[src/rtl/cute_lock_seq_ctrl.sv]
// Time-based key sequencer guarding a wrapped benchmark FSM.
// A multi-cycle key sequence is checked against a hard-wired schedule. The wrapped FSM is
// held in reset until the first word matches. Its outputs are corrupted with a fixed XOR mask
// until the whole sequence has been accepted. Failed attempts are counted, and a permanent
// lockout is entered once the attempt budget is spent.
// All state updates on the falling clock edge, the same edge the wrapped FSMs use.
module cute_lock_seq_ctrl #(
  parameter int unsigned                KEY_W        = 8,
  parameter int unsigned                NUM_STEPS    = 4,
  parameter logic [NUM_STEPS*KEY_W-1:0] KEY_SCHEDULE = 32'h0F_F0_3C_A5,
  parameter int unsigned                OUT_W        = 20,
  parameter logic [OUT_W-1:0]           CORRUPT_MASK = 20'hA5A5A,
  parameter int unsigned                TIMEOUT      = 8,
  parameter int unsigned                MAX_TRIES    = 3
) (
  input  logic             clk_i,
  input  logic             rst_ni,
  input  logic [KEY_W-1:0] key_in_i,
  input  logic             key_valid_i,
  input  logic             key_restart_i,
  input  logic [OUT_W-1:0] fsm_y_i,
  output logic             fsm_rst_o,
  output logic [OUT_W-1:0] y_out_o,
  output logic             unlocked_o,
  output logic             lockout_o,
  output logic [3:0]       step_idx_o,
  output logic [1:0]       fail_cnt_o
);

  localparam int unsigned IdleW = (TIMEOUT < 2) ? 1 : $clog2(TIMEOUT + 1);

  typedef enum logic [2:0] {
    StIdle,
    StCheck,
    StUnlocked,
    StBad,
    StLockout
  } state_e;

  state_e           state_q, state_d;
  logic [3:0]       step_idx_q, step_idx_d;
  logic [IdleW-1:0] idle_cnt_q, idle_cnt_d;
  logic [1:0]       fail_cnt_q, fail_cnt_d;
  logic             unlocked_q, unlocked_d;
  logic             lockout_q, lockout_d;
  logic             fsm_rst_q, fsm_rst_d;

  logic [KEY_W-1:0] sched [16];
  logic [KEY_W-1:0] sched_word;
  logic             key_match;
  logic             do_fail;
  logic [1:0]       fail_inc;

  // Unpack the schedule into words; unused slots read as zero and are never selected.
  for (genvar i = 0; i < 16; i++) begin : g_sched
    if (i < NUM_STEPS) begin : g_used
      assign sched[i] = KEY_SCHEDULE[i*KEY_W +: KEY_W];
    end else begin : g_unused
      assign sched[i] = '0;
    end
  end

  assign sched_word = sched[step_idx_q];
  assign key_match  = (key_in_i == sched_word);

  // Saturating increment of the failure counter.
  assign fail_inc = (fail_cnt_q == 2'(MAX_TRIES)) ? fail_cnt_q : fail_cnt_q + 2'd1;

  // Next-state decision; key_restart wins over key_valid in the same cycle.
  always_comb begin
    state_d    = state_q;
    step_idx_d = step_idx_q;
    idle_cnt_d = idle_cnt_q;
    fail_cnt_d = fail_cnt_q;
    do_fail    = 1'b0;

    unique case (state_q)
      StIdle: begin
        if (key_restart_i) begin
          step_idx_d = 4'd0;
          idle_cnt_d = '0;
        end else if (key_valid_i) begin
          if (key_match) begin
            step_idx_d = 4'd1;
            idle_cnt_d = '0;
            state_d    = (NUM_STEPS == 1) ? StUnlocked : StCheck;
          end else begin
            do_fail = 1'b1;
          end
        end
      end

      StCheck: begin
        if (key_restart_i) begin
          state_d    = StIdle;
          step_idx_d = 4'd0;
          idle_cnt_d = '0;
        end else if (key_valid_i) begin
          if (key_match) begin
            step_idx_d = step_idx_q + 4'd1;
            idle_cnt_d = '0;
            if (step_idx_q == 4'(NUM_STEPS - 1)) begin
              state_d = StUnlocked;
            end
          end else begin
            do_fail = 1'b1;
          end
        end else if (idle_cnt_q == IdleW'(TIMEOUT - 1)) begin
          // This idle cycle is number TIMEOUT.
          do_fail = 1'b1;
        end else begin
          idle_cnt_d = idle_cnt_q + 1'b1;
        end
      end

      StBad: begin
        if (key_restart_i) begin
          state_d = StIdle;
        end
      end

      StUnlocked, StLockout: begin
        // Terminal until reset.
      end

      default: begin
        state_d    = StIdle;
        step_idx_d = 4'd0;
        idle_cnt_d = '0;
      end
    endcase

    if (do_fail) begin
      fail_cnt_d = fail_inc;
      step_idx_d = 4'd0;
      idle_cnt_d = '0;
      state_d    = (fail_inc == 2'(MAX_TRIES)) ? StLockout : StBad;
    end
  end

  // Status outputs are decoded from the next state so they land on the same edge as the state.
  always_comb begin
    unlocked_d = (state_d == StUnlocked);
    lockout_d  = (state_d == StLockout);
    fsm_rst_d  = (state_d == StIdle);
  end

  // State and registered outputs, falling-edge clocked with asynchronous active-low reset.
  always_ff @(negedge clk_i or negedge rst_ni) begin
    if (!rst_ni) begin
      state_q    <= StIdle;
      step_idx_q <= 4'd0;
      idle_cnt_q <= '0;
      fail_cnt_q <= 2'd0;
      unlocked_q <= 1'b0;
      lockout_q  <= 1'b0;
      fsm_rst_q  <= 1'b1;
    end else begin
      state_q    <= state_d;
      step_idx_q <= step_idx_d;
      idle_cnt_q <= idle_cnt_d;
      fail_cnt_q <= fail_cnt_d;
      unlocked_q <= unlocked_d;
      lockout_q  <= lockout_d;
      fsm_rst_q  <= fsm_rst_d;
    end
  end

  // Output gating is combinational so unlocked outputs follow fsm_y with no added latency.
  always_comb begin
    unique case (state_q)
      StIdle:     y_out_o = '0;
      StUnlocked: y_out_o = fsm_y_i;
      default:    y_out_o = fsm_y_i ^ CORRUPT_MASK;
    endcase
  end

  assign fsm_rst_o  = fsm_rst_q;
  assign unlocked_o = unlocked_q;
  assign lockout_o  = lockout_q;
  assign step_idx_o = step_idx_q;
  assign fail_cnt_o = fail_cnt_q;

endmodule
[config.mk]
export PLATFORM = sky130hd
export DESIGN_NAME = cute_lock_seq_ctrl
export DESIGN_NICKNAME = d
export VERILOG_FILES = /design/src/rtl/cute_lock_seq_ctrl.sv
export SDC_FILE = /design/constraint.sdc
export NUM_CORES = 1
export LEC_CHECK = 0
export ABC_AREA = 1
export ABC_CLOCK_PERIOD_IN_PS = 2000
export BUFFER_PORTS_ARGS = -buffer_cell sky130_fd_sc_hd__buf_4
export CAP_MARGIN = 20
export CORE_ASPECT_RATIO = 2
export CORE_UTILIZATION = 44
export DETAILED_ROUTE_END_ITERATION = 8
export GPL_ROUTABILITY_DRIVEN = 0
export PLACE_DENSITY = 0.77
export SYNTH_ARGS = -nofsm -noshare
export SYNTH_HDL_FRONTEND = slang
export SYNTH_SLANG_ARGS = --single-unit
[constraint.sdc]
create_clock -name clk_i -period 2 [get_ports clk_i]
set_clock_uncertainty 0.1 [all_clocks]
set_input_delay 0 -clock clk_i [delete_from_list [all_inputs] [get_ports clk_i]]
set_output_delay 0 -clock clk_i [all_outputs]
set_load 0.005 [all_outputs]
Word level (Yosys, flattened, before mapping)
Memory sizes are Yosys's and may differ from the RTL's.
Index checks and enable logic that the tools add are counted.
Widths: inputs -> output; s select.
{"block": "classes", "add_sub_neg": 3, "order_cmp": 1, "eq_ne": 17, "mux": 38, "n_bitwise": 2, "reduce_logical": 6}
{"op": "$mux 4", "count": 14}
{"op": "$pmux 20 s2", "count": 1}
{"op": "$mux 3", "count": 10}
{"op": "$pmux 4 s3", "count": 2}
{"op": "$mux 8", "count": 2}
{"op": "$ne 4x4->1 const B", "count": 4}
{"op": "$pmux 3 s4", "count": 1}
{"op": "$not 10->10", "count": 1}
{"op": "$eq 3x2->1 const B", "count": 3}
{"op": "$add 4x1->4 const B", "count": 2}
{"op": "$eq 8x8->1", "count": 1}
{"op": "$eq 3x3->1 const B", "count": 2}
{"op": "$logic_not 3->1", "count": 2}
{"op": "$mux 1", "count": 6}
{"op": "$ge 5x5->1 const B", "count": 1}
{"op": "$ne 5x5->1 const B", "count": 1}
{"op": "$not 4->5", "count": 1}
{"op": "$reduce_and 5->1", "count": 1}
{"op": "$eq 2x2->1 const B", "count": 2}
{"op": "$eq 4x2->1 const B", "count": 1}
{"op": "$eq 4x3->1 const B", "count": 1}
{"op": "$eq 3x1->1 const B", "count": 1}
{"op": "$reduce_and 3->1", "count": 1}
{"op": "$reduce_or 3->1", "count": 1}
{"op": "other kinds (5)", "count": 5}
{"block": "word_totals", "register_bits": 16, "rom_bits": 128, "inputBits": 32, "out_inout_bits": 29, "word_cells": 75, "n_memories": 1}
{"name": "(no name shown)", "depth": 16, "width": 8, "read_ports": 1, "rd_ports_with_merged_regs": 0, "write_ports": 0, "line_no": "63", "text": "assign sched_word = sched[step_idx_q];"}

Depth between registers and ports, before layout
{"block": "logic_depth", "depth_word": 11, "ltp_mapped": 16, "mapped_depth_nobuf": 16}

==> results by stage <==
Synthesis:
- The total of warnings raised by yosys is 0.
- In this run the cell area of the synthesized design comes to 0.00152 mm².
- The number of distinct library cells after synthesis is 28.
- The share of async-settable or async-resettable flops after synthesis is 1.00.
- The per-instance average area after synthesis is 6.27 µm².
- The flip-flop cell with the highest count after synthesis is sky130_fd_sc_hd__dfrtn_1.
- Synthesis produced a netlist with a net count of 280.
- Synthesis produced a netlist whose cell count is 242.
- The sequential-to-total area share from yosys stat is 0.265.
- Counting flops and latches in the post-synthesis netlist gives 16.
- Counting flops with a built-in enable in the synthesized netlist gives 0.

GRT:
- The number of global-route vias before repair came to 1996.
- The global-route wire length before repair is 8.66 mm.
- The maximum number of pins on one net before global-route repair is 17.
- The remaining global-route overflow is 0.
- The overall track demand over capacity in global routing is 0.314.
- The number of antenna violations at the first check in global routing is 0.

Run:
- The count of maximum capacitance violations is 0.

Worst setup path:
- Counting stages on the worst path, the most repeated cell is sky130_fd_sc_hd__buf_6.
- The required time at the worst-slack endpoint is 1900 ps.
- The nature of the critical path startpoint is a flip-flop.
- The arrival time reported for the critical path endpoint is 2440 ps.
- The critical path's slowest cell is sky130_fd_sc_hd__dfrtn_1.
- Walking the worst path, the cells encountered are buf_6, nor3_4, buf_6, nor2_2, buf_4.
- The critical path capture point type is an output pin.
- The peak fanout along the critical path is 5.
- The critical path is of the reg -> out type.
- The stage delay of the slowest cell on the critical path is 410 ps.

Clocking:
- The maximum buffer depth of the clock tree is 2.
- The sink count of the clock tree is 16.
- At the later pin of the worst-skew pair, clock insertion delay measures 270 ps.
- Clock tree synthesis inserted a total of 3 buffers.
- The library cell used as clock root buffer is sky130_fd_sc_hd__clkbuf_8.
- In this run the number of H-tree levels came out at 1.
- The clock transition at the registers of the reported paths is 40 ps.
- The TritonCTS clock tree is done.

Die:
- The die is 85.1 µm tall.
- The standard cell core area is 0.00323 mm².
- Measured along the x axis, the die boundary spans 43.5 µm.
- Row generation in the floorplan step produced 29 rows.
- The die covers 0.00370 mm².
- The number of placed I/O pins is 61.
- The initial utilization of the core area, before any placement, comes to 0.470.

Drt:
- The number of design-rule violations left by the first detailed-router iteration is 102.
- The number of detailed-routing iterations run before antenna repair is 6.
- The remaining number of nets flagged by the antenna check after routing is 0.
- Detailed routing inserted a total of 2207 vias.
- Using the TritonRoute via totals, the vias-per-cell ratio works out to 5.59.
- In the final routed layout, each cell accounts on average for 16.7 µm.
- For this run, design rule violations remaining after detail routing come to 8.
- The routed wire length is 6.62 mm.

Timing:
- The number of slew-limit violations in the final report came to 0.
- Setup repair after global routing could not meet its margin everywhere.
- The smallest setup slack after layout is -539 ps.
- The final count of hold timing violations is 0.
- The relative slew slack is 0.775.
- The number of endpoints failing setup at the final stage is 41.
- The transition time of the tightest slew-check pin is 335 ps.

Pwr:
- The fraction of power spent switching nets is 0.404.
- The power density relative to cell area is 701 mW/mm².
- Of the total power, combinational logic draws 0.652.
- The leakage dissipation is 0.00156 µW.
- The maximum VDD drop is 755 µV.
- Internal power comes to 1220 µW.
- The sequential share of power is 0.216.
- Summed over all nets, the switching power comes to 826 µW.
- Of the total power, the clock network draws 0.132.

Place:
- In this run the tool buffered the top-level ports with 60 buffer cells.
- The number of placed cells counting well taps is 372.
- The placed instances occupy a cell area of 0.00244 mm².
- The half-perimeter wire length after detailed placement is 3.75 mm.

Hold path:
- The class of the tightest hold or removal check is in -> out.

Cells and area:
- The most common library cell in the layout ignoring fill and taps is sky130_fd_sc_hd__buf_4.
- The fraction of final layout cells sized beyond drive strength 1 is 0.580.
- After routing the design area is 0.00292 mm².
- The number of inserted diodes is 0.
- The net count of the finished layout is 403.
- The post-layout instance count excluding filler cells is 395.
- The top cell types in the final layout, fill and taps aside, are 96 x sky130_fd_sc_hd__buf_4, 48 x sky130_fd_sc_hd__nand2_1, 32 x sky130_fd_sc_hd__inv_1.
- The area growth from synthesis to final layout is 92.3%.

Status:
- The final reports fail on design-rule violations, negative setup slack.
- The flow ran to the end, but the final reports show violations.
registers in the layout (all words and copies together), names as in the netlist:
register    count
fsm_rst_o       1
state_q         3
unlocked_o      1
fail_cnt_o      2
idle_cnt_q      4
lockout_o       1
step_idx_o      4
power groups by stage:
stage / logic, µW / registers, µW / clock network [µW]
final: 1330 / 442 / 270
after global routing: 1410 / 446 / 286
after CTS: 1100 / 432 / 274
after detailed placement: 991 / 430 / 6.26
after global placement: 969 / 429 / 6.26
after floorplan: 420 / 433 / 6.26
worst paths after layout:
kind | cells past startpoint | slack (ps) | startpoint | endpoint
max | 5 | -540 | state_q[2] | y_out_o[5]
min | 3 | 160 | fsm_y_i[3] | y_out_o[3]
max reg2reg | 15 | -390 | step_idx_o[0] | unlocked_o
min reg2reg | 2 | 390 | idle_cnt_q[2] | idle_cnt_q[2]
max in group asynchronous | 1 | 1100 | rst_ni | fsm_rst_o
min in group asynchronous | 1 | 360 | rst_ni | idle_cnt_q[2]
metal layers:
metal | track usage | vias up | routed length [µm]
li1 | - | 1002 | -
met2 | 0.631 | 107 | 3830
met1 | 0.292 | 1068 | 2200
met3 | 0.0255 | 30 | 299
met5 | 0 | - | 0
met4 | 0.153 | 0 | 288
critical path: cells and delay by family (launching register included):
family	cells	cell delay (ps)
simple gates	2	300
flops	1	410
buf+inv	3	470
timing repair:
| item | CTS | global route |
|---|---|---|
| setup buffers | 11 | 11 |
| endpoints found under the setup margin | 40 | 42 |
| endpoints found under the hold margin | 0 | 0 |
| gates cloned | 0 | 1 |
| gates resized for setup | 44 | 36 |
| pin swaps | 21 | 20 |
| hold buffers | 0 | 0 |
cell type report:
cell class	instances	area (µm²)
Clock buffer	4	45.0
Fill cell	141	312
Inverter	45	174
Tap cell	31	38.8
Clock inverter	1	3.75
Sequential cell	16	402
Multi-Input combinational cell	175	1190
Timing Repair Buffer	123	1060
cell families (layout without fill, tap and decap cells):
logic type | count (synthesis) | count (layout) | synth area share
fa+ha+maj | 6 | 6 | 0.0495
compound gates | 23 | 23 | 0.0833
buf+inv | 51 | 173 | 0.139
flops | 16 | 16 | 0.265
xor+xnor | 1 | 1 | 0.00577
simple gates | 145 | 145 | 0.458
metrics by stage:
step | setup WS, ps | utilization | hold WS [ps] | total power, µW | setup TNS, ps
finish | -539 | 0.904 | 160 | 2050 | -14640
global route | -587 | 0.904 | 164 | 2140 | -16780
CTS | -489 | 0.844 | 159 | 1810 | -11540
detailed placement | -338 | 0.754 | 158 | 1430 | -8190
global placement | -273 | 0.754 | 155 | 1400 | -6770
floorplan | -110 | - | -61.7 | 859 | -1400
cell usage after synthesis, types with 3 or more instances:
library cell / instances / area [µm²]
sky130_fd_sc_hd__inv_1: 44 / 165
sky130_fd_sc_hd__nor3_1: 5 / 25.0
sky130_fd_sc_hd__o21ai_1: 6 / 30.0
sky130_fd_sc_hd__nor2_2: 4 / 25.0
sky130_fd_sc_hd__a21oi_1: 12 / 60.1
sky130_fd_sc_hd__nor2_4: 4 / 45.0
sky130_fd_sc_hd__nand2_1: 58 / 218
sky130_fd_sc_hd__nor2_1: 33 / 124
sky130_fd_sc_hd__nand3_1: 22 / 110
sky130_fd_sc_hd__nand4_1: 4 / 25.0
sky130_fd_sc_hd__nand2_2: 7 / 43.8
sky130_fd_sc_hd__ha_1: 6 / 75.1
sky130_fd_sc_hd__nand3_2: 3 / 30.0
sky130_fd_sc_hd__dfrtn_1: 15 / 375
(Power assumes the default switching activity.)
